### src/rtl/gpio_in_cond_if.sv
// gpio_in_cond_if
// Bundles the pad-side inputs, filter configuration and conditioned outputs of
// the GPIO input conditioner.
//   cio_gpio_i     raw pad levels, asynchronous to the conditioner clock
//   filt_en_i      per-pin glitch filter enable
//   filt_cycles_i  shared stability threshold N (0 disables filtering)
//   gpio_o         conditioned pin levels
//   rise_o/fall_o  one-cycle per-pin edge pulses on gpio_o
//   chg_o          OR of all edge pulses
// master: the side that owns the pads/config and consumes the levels.
// slave:  the conditioner itself.
interface gpio_in_cond_if #(
  parameter int NumPins  = 32,
  parameter int CntWidth = 8
);
  logic [NumPins-1:0]  cio_gpio_i;
  logic [NumPins-1:0]  filt_en_i;
  logic [CntWidth-1:0] filt_cycles_i;
  logic [NumPins-1:0]  gpio_o;
  logic [NumPins-1:0]  rise_o;
  logic [NumPins-1:0]  fall_o;
  logic                chg_o;

  modport master (
    output cio_gpio_i, filt_en_i, filt_cycles_i,
    input  gpio_o, rise_o, fall_o, chg_o
  );

  modport slave (
    input  cio_gpio_i, filt_en_i, filt_cycles_i,
    output gpio_o, rise_o, fall_o, chg_o
  );
endinterface

### src/rtl/gpio_in_cond.sv
// gpio_in_cond
// Synchronizes asynchronous GPIO pad inputs, optionally rejects glitches shorter
// than a programmable number of cycles, and produces per-pin rise/fall pulses.
// Ports:
//   clk_i  sole clock, rising edge
//   rst_i  synchronous, active-high reset
//   bus    gpio_in_cond_if.slave (pads, filter config, conditioned outputs)
// SyncStages must be in 2..4.
module gpio_in_cond #(
  parameter int NumPins    = 32,
  parameter int SyncStages = 2,
  parameter int CntWidth   = 8
) (
  input  logic           clk_i,
  input  logic           rst_i,
  gpio_in_cond_if.slave  bus
);

  localparam logic [CntWidth-1:0] CntOne = {{(CntWidth-1){1'b0}}, 1'b1};

  logic [SyncStages-1:0][NumPins-1:0] sync_q;
  logic [NumPins-1:0]                 s;
  logic [NumPins-1:0]                 cand_q, cand_d;
  logic [NumPins-1:0][CntWidth-1:0]   cnt_q, cnt_d;
  logic [NumPins-1:0]                 gpio_q, gpio_d;
  logic [NumPins-1:0]                 rise_q, fall_q;
  logic                               chg_q;
  logic                               n_zero;

  assign s      = sync_q[SyncStages-1];
  assign n_zero = (bus.filt_cycles_i == '0);

  // The threshold compare uses the count as updated on this edge, so a level
  // that has been at s for N+1 consecutive cycles is accepted on the last of
  // them. The live compare also lets a lowered threshold take effect at once.
  // cand/cnt run in both modes so turning the filter on needs no flush.
  always_comb begin
    cand_d = cand_q;
    cnt_d  = cnt_q;
    gpio_d = gpio_q;
    for (int i = 0; i < NumPins; i++) begin
      if (s[i] != cand_q[i]) begin
        cand_d[i] = s[i];
        cnt_d[i]  = '0;
      end else if (cnt_q[i] != '1) begin
        cnt_d[i] = cnt_q[i] + CntOne;
      end

      if (!bus.filt_en_i[i] || n_zero) begin
        gpio_d[i] = s[i];
      end else if (cnt_d[i] >= bus.filt_cycles_i) begin
        gpio_d[i] = cand_d[i];
      end
    end
  end

  always_ff @(posedge clk_i) begin
    if (rst_i) begin
      sync_q <= '0;
      cand_q <= '0;
      cnt_q  <= '0;
      gpio_q <= '0;
      rise_q <= '0;
      fall_q <= '0;
      chg_q  <= 1'b0;
    end else begin
      sync_q[0] <= bus.cio_gpio_i;
      for (int k = 1; k < SyncStages; k++) begin
        sync_q[k] <= sync_q[k-1];
      end
      cand_q <= cand_d;
      cnt_q  <= cnt_d;
      gpio_q <= gpio_d;
      // Pulses are registered alongside gpio_q so they line up with the
      // first cycle the new level is visible.
      rise_q <= gpio_d & ~gpio_q;
      fall_q <= ~gpio_d & gpio_q;
      chg_q  <= |(gpio_d ^ gpio_q);
    end
  end

  assign bus.gpio_o = gpio_q;
  assign bus.rise_o = rise_q;
  assign bus.fall_o = fall_q;
  assign bus.chg_o  = chg_q;

endmodule

### src/flat_wrapper.sv
// flat-port wrapper written by rule: the top's interface ports become plain ports
module gpio_in_cond_flat 
#(
  parameter int NumPins    = 32,
  parameter int SyncStages = 2,
  parameter int CntWidth   = 8
)
  (clk_i, rst_i, bus_cio_gpio_i, bus_filt_en_i, bus_filt_cycles_i, bus_gpio_o, bus_rise_o, bus_fall_o, bus_chg_o);
  gpio_in_cond_if #(.NumPins(NumPins), .CntWidth(CntWidth)) bus_i ();
  input  logic clk_i;
  input  logic rst_i;
  input wire logic [$bits(bus_i.cio_gpio_i)-1:0] bus_cio_gpio_i;
  input wire logic [$bits(bus_i.filt_en_i)-1:0] bus_filt_en_i;
  input wire logic [$bits(bus_i.filt_cycles_i)-1:0] bus_filt_cycles_i;
  output wire logic [$bits(bus_i.gpio_o)-1:0] bus_gpio_o;
  output wire logic [$bits(bus_i.rise_o)-1:0] bus_rise_o;
  output wire logic [$bits(bus_i.fall_o)-1:0] bus_fall_o;
  output wire logic [$bits(bus_i.chg_o)-1:0] bus_chg_o;
  assign bus_i.cio_gpio_i = bus_cio_gpio_i;
  assign bus_i.filt_en_i = bus_filt_en_i;
  assign bus_i.filt_cycles_i = bus_filt_cycles_i;
  assign bus_gpio_o = bus_i.gpio_o;
  assign bus_rise_o = bus_i.rise_o;
  assign bus_fall_o = bus_i.fall_o;
  assign bus_chg_o = bus_i.chg_o;
  gpio_in_cond #(.NumPins(NumPins), .SyncStages(SyncStages), .CntWidth(CntWidth)) u_core (.clk_i(clk_i), .rst_i(rst_i), .bus(bus_i));
endmodule
### config.mk
export PLATFORM = sky130hd
export DESIGN_NAME = gpio_in_cond_flat
export DESIGN_NICKNAME = d
export VERILOG_FILES = /design/src/rtl/gpio_in_cond_if.sv /design/src/rtl/gpio_in_cond.sv /design/src/flat_wrapper.sv
export SDC_FILE = /design/constraint.sdc
export NUM_CORES = 1
export LEC_CHECK = 0
export CORE_ASPECT_RATIO = 1.5
export CORE_MARGIN = 3
export CORE_UTILIZATION = 55
export DETAILED_ROUTE_END_ITERATION = 8
export GPL_TIMING_DRIVEN = 0
export PLACE_DENSITY = 0.79
export SETUP_SLACK_MARGIN = 0.1
export SLEW_MARGIN = 20
export SYNTH_ARGS = -nofsm -noshare
export SYNTH_HDL_FRONTEND = slang
export SYNTH_SLANG_ARGS = --single-unit
### constraint.sdc
create_clock -name clk_i -period 5.3 [get_ports clk_i]
set_input_delay 0.53 -clock clk_i [delete_from_list [all_inputs] [get_ports clk_i]]
set_output_delay 0.53 -clock clk_i [all_outputs]
set_load 0.05 [all_outputs]
Yosys cells after proc, flatten, opt, wreduce, memory -nomap -nowiden:

Cells that the tools add are included.

* ROM bits: 0
* output and inout port bits: 97
* register bits after elaboration: 449
* input bits: 74
* latch bits: 0
* memories: 0
* bits in writable memories: 0

* div/mod/pow operators: 0
* shift-type cells: 0
* $lt $le $gt $ge: 32
* $mul: 0
* $add $sub $neg: 32
* muxes and demuxes: 160
* bitwise operators: 5
* equal/unequal tests: 64
* reduce and logical (&&, ||, !) cells: 66

Operators with widths (count)
* two-way mux 8 bit: 64
* adder 8 x 1 -> 8 bit (second input constant): 32
* greater-or-equal comparator 8 bit: 32
* != test 8 bit (second input constant): 32
* two-way mux 1 bit: 96
* bitwise AND 32 bit: 2
* NOT 32 bit: 2
* zero test 1 bit: 32
* logical OR 1 bit: 32
* != test 1 bit: 32
* OR reduction 32 bit: 1
* XOR 32 bit: 1
* zero test 8 bit: 1

Depth between registers and ports, before layout:

Gate-level depths: netlist (run 1).

* depth in word-level cells: 8
* gate-level depth with buffers: 17
* gate-level depth less buffers: 16

Least setup slack after synthesis (run 1):

Ideal clock, no wire load.

* path kind: reg-to-reg
* start point: register u_core.cnt_q[112] (netlist bit)
* end point: register u_core.chg_q (netlist: u_core.bus.chg_o)
* data required time: 5.168 ns
* path slack: 2.035 ns
* period minus slack after synthesis: 3.265 ns
* data arrival time: 3.133 ns
* setup time: 0.132 ns
* stages on the path, launching flop included: 17
* buffers on the path: 0
* cells stage by stage: dfxtp_1 -> ha_1 -> nand3_1 -> nor3_1 -> nand3b_1 -> o21ai_0 -> nor2_1 -> ha_1 -> a21o_1 -> a31oi_1 -> o21ai_0 -> or3_1 -> nand3_1 -> ha_1 -> nand4_1 -> nor4_1 -> a21oi_1

RTL lines
* start, declared: RTL line gpio_in_cond.sv:24 `logic [NumPins-1:0][CntWidth-1:0] cnt_q, cnt_d;`
* start signal, assigned: RTL line gpio_in_cond.sv:72 `cnt_q <= cnt_d;`
* end signal, assigned: RTL line gpio_in_cond.sv:78 `chg_q <= |(gpio_d ^ gpio_q);`
* end, declared: RTL line gpio_in_cond.sv:27 `logic chg_q;`

==> results of run 1 <==
placed cells by master (no fill, tap or decap), types with 48 or more instances in the layout:
master             n
nand2_1          181
a21o_1            68
inv_1             85
o21ai_0          124
mux2i_1           66
and3_1           109
xnor2_1           61
a31oi_1           77
dfxtp_1          449
ha_1             416
clkbuf_1          48
nor3_1           109
a21oi_1           50
nor2b_1          154
nor2_1           501
nand3_1          178
nand2b_1          89
clkdlybuf4s50_1  168
power breakdown:
group / switching, mW / total [mW] / internal [mW]
sequential: 0.0908 / 3.57 / 3.48
combinational: 0.648 / 1.06 / 0.416
clock: 1.37 / 3.27 / 1.90
through the flow:
step	setup TNS, ns	util	cells	power (mW)	setup WS (ns)
global route	0	0.646	4028	8.22	0.167
finish	0	0.646	4028	7.91	0.482
CTS	0	0.646	4028	7.95	0.553
global placement	-0.802	0.612	3941	4.63	-0.802
floorplan	0	-	3122	4.30	2.03
detailed placement	0	0.615	3947	4.70	0.595
synthesized netlist by cell type, types with 3 or more instances:
cell	instances	area, µm²
a211oi_1	9	67.6
a21o_1	68	510
a21oi_1	50	250
a21oi_2	30	263
a311oi_1	3	26.3
a31oi_1	77	482
and2_1	47	294
and3_1	109	682
and3b_1	4	35.0
and4_1	17	149
buf_6	6	67.6
clkbuf_1	37	139
clkinv_1	18	67.6
dfxtp_1	449	8990
ha_1	416	5200
inv_1	92	345
mux2i_1	66	661
nand2_1	181	679
nand2b_1	89	557
nand3_1	178	891
nand3b_1	4	30.0
nand4_1	35	219
nor2_1	501	1880
nor2b_1	154	963
nor3_1	109	546
nor3b_1	40	300
nor4_1	9	56.3
nor4bb_1	3	30.0
o211a_1	4	40.0
o21ai_0	124	621
o21ai_4	30	488
o21bai_1	5	37.5
o311a_1	5	50.1
or2_2	13	81.3
or3_1	33	206
xnor2_1	61	534
xor2_1	31	272
how the worst max path moves through the flow:
| stage | from | cells after the start | to |
|---|---|---|---|
| after floorplan | u_core.cnt_q[112] | 16 | u_core.bus.chg_o |
| after global placement | bus_filt_cycles_i[0] | 11 | u_core.bus.chg_o |
| after detailed placement | u_core.cnt_q[112] | 16 | u_core.bus.chg_o |
| after CTS | u_core.cnt_q[112] | 16 | u_core.bus.chg_o |
| after global routing | u_core.cnt_q[112] | 16 | u_core.bus.chg_o |
| final | u_core.cnt_q[112] | 16 | u_core.bus.chg_o |
layout make-up:
| class | instances | share of cell area |
|---|---|---|
| multi-input cells | 2520 | 0.557 |
| flip-flops and latches | 449 | 0.290 |
| repair buffers | 175 | 0.0587 |
| clock buffers | 68 | 0.0434 |
| well taps | 650 | 0.0263 |
| inverters | 110 | 0.0134 |
| plain buffers | 43 | 0.00671 |
| clock inverters | 13 | 0.00473 |
routing by layer:
layer | vias to the layer above | routed length [µm]
li1 | 11400 | -
met1 | 11100 | 28300
met2 | 728 | 35700
met3 | 266 | 4340
met4 | 0 | 5140
met5 | - | 0
flip-flops by register name, indices dropped and copies added (netlist names):
signal             count
u_core.bus.chg_o       1
u_core.bus.fall_o     32
u_core.bus.gpio_o     32
u_core.bus.rise_o     32
u_core.cand_q         32
u_core.cnt_q         256
u_core.s              32
u_core.sync_q         32
cell families (layout without fill, tap and decap cells):
group / count (synthesis) / count (layout)
buffers and inverters: 153 / 409
DFF: 449 / 449
adders and majority gates: 416 / 416
AOI/OAI and AO/OA: 413 / 413
and+or+nand+nor: 1532 / 1532
muxes: 67 / 67
xor gates and xnor gates: 92 / 92
==> results.sh, run 1 <==
export IMPL_arrival_ns=5.22
export IMPL_core_mm2=0.0479
export IMPL_crit_path_end_kind="flop"
export IMPL_drt_wl_total_mm=73.5
export IMPL_cts_buffers=45
export IMPL_layout_drive_gt1_share=0.0494
export IMPL_postSynth_asyncResetShare=0
export IMPL_grtUsageMet1=0.297
export IMPL_min_to="u_core.s[9]"
export IMPL_dp_hpwl_mm=53.6
export IMPL_hold_violations=0
export IMPL_clk_insertion_delay_late_ns=0.57
export IMPL_worst_hold_path_type="flop to flop"
export IMPL_placementRows=98
export IMPL_muxShareOfSynthArea=0.0250
export IMPL_synth_seq_cells=449
export IMPL_synth_adder_area_share=0.194
export IMPL_required_ns=5.70
export IMPL_min_period_over_period=0.909
export IMPL_die_w_um=186
export IMPL_synth_edf_count=0
export IMPL_cts_resized_gates=0
export IMPL_crit_fanout=6
export IMPL_worstHoldStart="u_core.sync_q[9]"
export IMPL_place_gp_congestion=0.901
export IMPL_cp_cell_sequence="ha_1, nand3_1, nor3_1, nor2_1, xnor2_1, nor2_1, ha_1, and3_1, o21ai_0, o21ai_0, or3_1, nand3_1, ha_1, nand4_1, nor4_1, a21oi_1"
export IMPL_numClockSinks=449
export IMPL_ys_flop_type="dfxtp_1"
export IMPL_leakage_nw=13.8
export IMPL_final_area_mm2=0.0310
export IMPL_via_per_inst=5.83
export IMPL_cp_slowest_cell="nor4_1"
export IMPL_ys_types=47
export IMPL_path_clk_slew_ns=0.06
export IMPL_root_buffer="clkbuf_16"
export IMPL_status="finished clean"
export IMPL_use_met2=0.497
export IMPL_skew_ns=0.0152
export IMPL_start_util=0.560
export IMPL_busiest_layer="met2"
export IMPL_grt_start_max_net_pins=34
export IMPL_grt_setup_unrepaired="false"
export IMPL_slew_limit_headroom=0.205
export IMPL_grt_first_pass_wirelength_mm=116
export IMPL_ir_worst_vdd_uv=236
export IMPL_synth_xor_area_frac=0.0300
export IMPL_worstSetupStartpointType="flop"
export IMPL_worstSetupPathType="flop to flop"
export IMPL_ctsHoldBuffers=0
export IMPL_die_h_um=277
export IMPL_synth_seq_area_share=0.335
export IMPL_io_pins=171
export IMPL_antennaDiodeCount=0
export IMPL_hold_depth=1
export IMPL_firstDrtPassIters=8
export IMPL_port_buffers=169
export IMPL_cpMostUsedCell="ha_1"
export IMPL_synthCells=3122
export IMPL_timing_hold_ws_ns=0.441
export IMPL_drt_iter0_markers=1238
export IMPL_ys_warn_count=0
export IMPL_antenna_found_initial=0
export IMPL_max_stage_delay_ns=0.88
export IMPL_design_die_area_mm2=0.0515
export IMPL_syn_to_final_growth_pct=15.4
export IMPL_cts_max_path_buffers=3
export IMPL_fmax_ghz=0.208
export IMPL_syn_nets=3612
export IMPL_multiInputGateArea_mm2=0.0172
export IMPL_finalSetupViolCount=0
export IMPL_wl_per_cell_um=18.2
export IMPL_period_needed_ns=4.82
export IMPL_synth_avg_cell_area_um2=8.60
export IMPL_post_cts_setup_buffers=0
export IMPL_maxCapViolCount=0
export IMPL_drc_errors=0
export IMPL_synth_simple_area_share=0.285
export IMPL_cellPowerDensity_mw_per_mm2=255
export IMPL_cts_htree_levels=2
export IMPL_placed_cell_area_mm2=0.0295
export IMPL_ant_nets=0
export IMPL_r2r_end="u_core.bus.chg_o"
export IMPL_grt_pass1_vias=23700
export IMPL_cts_tree="done"
export IMPL_path_buf_inv=0
export IMPL_regArea_mm2=0.00899
export IMPL_use_met3=0.0454
export IMPL_synth_top_family_by_area="simple AND/OR/NAND/NOR gates"
export IMPL_timing_rr_start="u_core.cnt_q[112]"
export IMPL_synth_compound_gate_area_share=0.108
export IMPL_cpLargestDelayFamily="simple AND/OR/NAND/NOR gates"
export IMPL_grt_overflow_total=0
export IMPL_worstMarginPinSlew_ns=1.19
export IMPL_ff2ff_path_depth=16
export IMPL_final_nets=3834
export IMPL_syn_area_mm2=0.0268
export IMPL_nFillCells=3975
export IMPL_vias=23500
export IMPL_finalMaxSlewViolations=0
export IMPL_grt_total_usage=0.275
export IMPL_reg2reg_slack_ns=0.48
No activity file was read; power rests on OpenSTA's default activity.
==> run 2: changes to the inputs <==
--- a/config.mk
+++ b/config.mk
@@ -7,10 +7,10 @@
 export LEC_CHECK = 0
 export CORE_ASPECT_RATIO = 1.5
 export CORE_MARGIN = 3
-export CORE_UTILIZATION = 55
+export CORE_UTILIZATION = 65
 export DETAILED_ROUTE_END_ITERATION = 8
 export GPL_TIMING_DRIVEN = 0
-export PLACE_DENSITY = 0.79
+export PLACE_DENSITY = 0.9
 export SETUP_SLACK_MARGIN = 0.1
 export SLEW_MARGIN = 20
 export SYNTH_ARGS = -nofsm -noshare
==> results.sh, run 2 (synthesis results as in run 1) <==
export IMPL_grt_start_max_net_pins=34
export IMPL_worstSetupStartpointType="flop"
export IMPL_worstSetupPathType="flop to flop"
export IMPL_cpMostUsedCell="ha_1"
export IMPL_ant_nets=0
export IMPL_hold_violations=0
export IMPL_arrival_ns=5.10
export IMPL_use_met3=0.0623
export IMPL_layout_drive_gt1_share=0.0503
export IMPL_core_mm2=0.0405
export IMPL_fmax_ghz=0.212
export IMPL_slew_limit_headroom=0.178
export IMPL_cellPowerDensity_mw_per_mm2=259
export IMPL_cts_htree_levels=2
export IMPL_post_cts_setup_buffers=0
export IMPL_final_cell_mix="nor2_1 (501), dfxtp_1 (449), ha_1 (416)"
export IMPL_cts_buffers=45
export IMPL_busiest_layer="met2"
export IMPL_numClockSinks=449
export IMPL_start_util=0.662
export IMPL_worst_hold_path_type="flop to flop"
export IMPL_fin_util=0.760
export IMPL_port_buffers=169
export IMPL_status="finished clean"
export IMPL_finalSetupViolCount=0
export IMPL_regMostFlops="u_core.cnt_q"
export IMPL_cp_cell_sequence="ha_1, nand3_1, nor3_1, nand3b_1, o21ai_0, nor2_1, ha_1, a21o_1, a31oi_1, o21ai_0, or3_1, nand3_1, ha_1, nand4_1, nor4_1, a21oi_1"
export IMPL_place_gp_congestion=0.937
export IMPL_design_die_area_mm2=0.0438
export IMPL_use_met2=0.601
export IMPL_grt_overflow_total=0
export IMPL_io_pins=171
export IMPL_power_mw=7.99
export IMPL_grt_total_usage=0.340
export IMPL_placementRows=90
export IMPL_finalMaxSlewViolations=0
export IMPL_cpLargestDelayFamily="simple AND/OR/NAND/NOR gates"
export IMPL_period_needed_ns=4.72
export IMPL_largest_register_ffs=256
export IMPL_syn_to_final_growth_pct=14.8
export IMPL_vias=24300
export IMPL_dp_hpwl_mm=54.2
export IMPL_drt_iter0_markers=1789
export IMPL_antenna_found_initial=1
export IMPL_final_common_cell="nor2_1"
export IMPL_grtUsageMet1=0.367
export IMPL_firstDrtPassIters=8
export IMPL_skew_ns=0.0174
export IMPL_wl_per_cell_um=19.7
export IMPL_die_h_um=255
export IMPL_max_stage_delay_ns=0.71
export IMPL_antennaDiodeCount=0
export IMPL_worstMarginPinSlew_ns=1.23
export IMPL_cts_resized_gates=0
export IMPL_cp_slowest_cell="nor3_1"
export IMPL_crit_fanout=6
export IMPL_grt_pass1_vias=24700
export IMPL_root_buffer="clkbuf_16"
export IMPL_maxCapViolCount=0
export IMPL_die_w_um=172
export IMPL_path_buf_inv=0
export IMPL_final_setup_tns_ns=0
export IMPL_cts_tree="done"
export IMPL_grt_setup_unrepaired="false"
export IMPL_path_clk_slew_ns=0.07
export IMPL_cts_max_path_buffers=3
export IMPL_ctsHoldBuffers=0
export IMPL_nFillCells=2661
export IMPL_drc_errors=0
export IMPL_timing_hold_ws_ns=0.438
export IMPL_required_ns=5.68
export IMPL_grt_first_pass_wirelength_mm=120
export IMPL_min_period_over_period=0.890
export IMPL_ir_worst_vdd_uv=304
export IMPL_crit_path_end_kind="flop"
export IMPL_via_per_inst=6.25
export IMPL_leakage_nw=13.8
export IMPL_final_nets=3835
export IMPL_drt_wl_total_mm=76.3
export IMPL_clk_insertion_delay_late_ns=0.58
-- run 2: cell types whose count changed in the layout (fill, tap and decap cells not counted) --
cell,change
clkbuf_1,-4
inv_2,+1
buf_16,-1
clkbuf_2,-1
inv_4,-1
clkbuf_8,+3
buf_12,+2
-- run 2: stage by stage --
step                cell area, µm²  instances  worst slack (ns)
floorplan                    26800       3122              2.03
detailed placement           29300       3804             0.828
finish                       30800       3883             0.585
global route                 30800       3883             0.354
global placement             29200       3797            -0.654
CTS                          30800       3883             0.682
-- run 2: cell type report --
cell class	count	area, µm²	area share
Buffer	43	206	0.00670
Clock buffer	66	1370	0.0444
Clock inverter	13	146	0.00475
Inverter	110	413	0.0134
Multi-Input combinational cell	2520	17200	0.559
Sequential cell	449	8990	0.292
Tap cell	506	633	0.0205
Timing Repair Buffer	176	1830	0.0594
-- run 2: worst paths after layout --
check,start,end,slack [ns],cells after the start
worst max-delay path,u_core.cnt_q[112],u_core.bus.chg_o,0.58,16
worst min-delay path,u_core.sync_q[31],u_core.s[31],0.44,1
worst max register to register,u_core.cnt_q[112],u_core.bus.chg_o,0.58,16
worst min register to register,u_core.sync_q[31],u_core.s[31],0.44,1
-- run 2: routing by layer --
| layer | part of all wire | wire, µm | vias up |
|---|---|---|---|
| met3 | 0.078 | 5960 | 388 |
| met5 | 0.00017 | 13 | - |
| li1 | - | - | 11400 |
| met1 | 0.37 | 27900 | 11400 |
| met2 | 0.48 | 36800 | 1110 |
| met4 | 0.075 | 5700 | 2 |
-- run 2: report_power, final --
part,internal [mW],switching [mW]
Clock,1.93,1.39
Sequential,3.48,0.0938
Combinational,0.421,0.667
Total,5.83,2.15
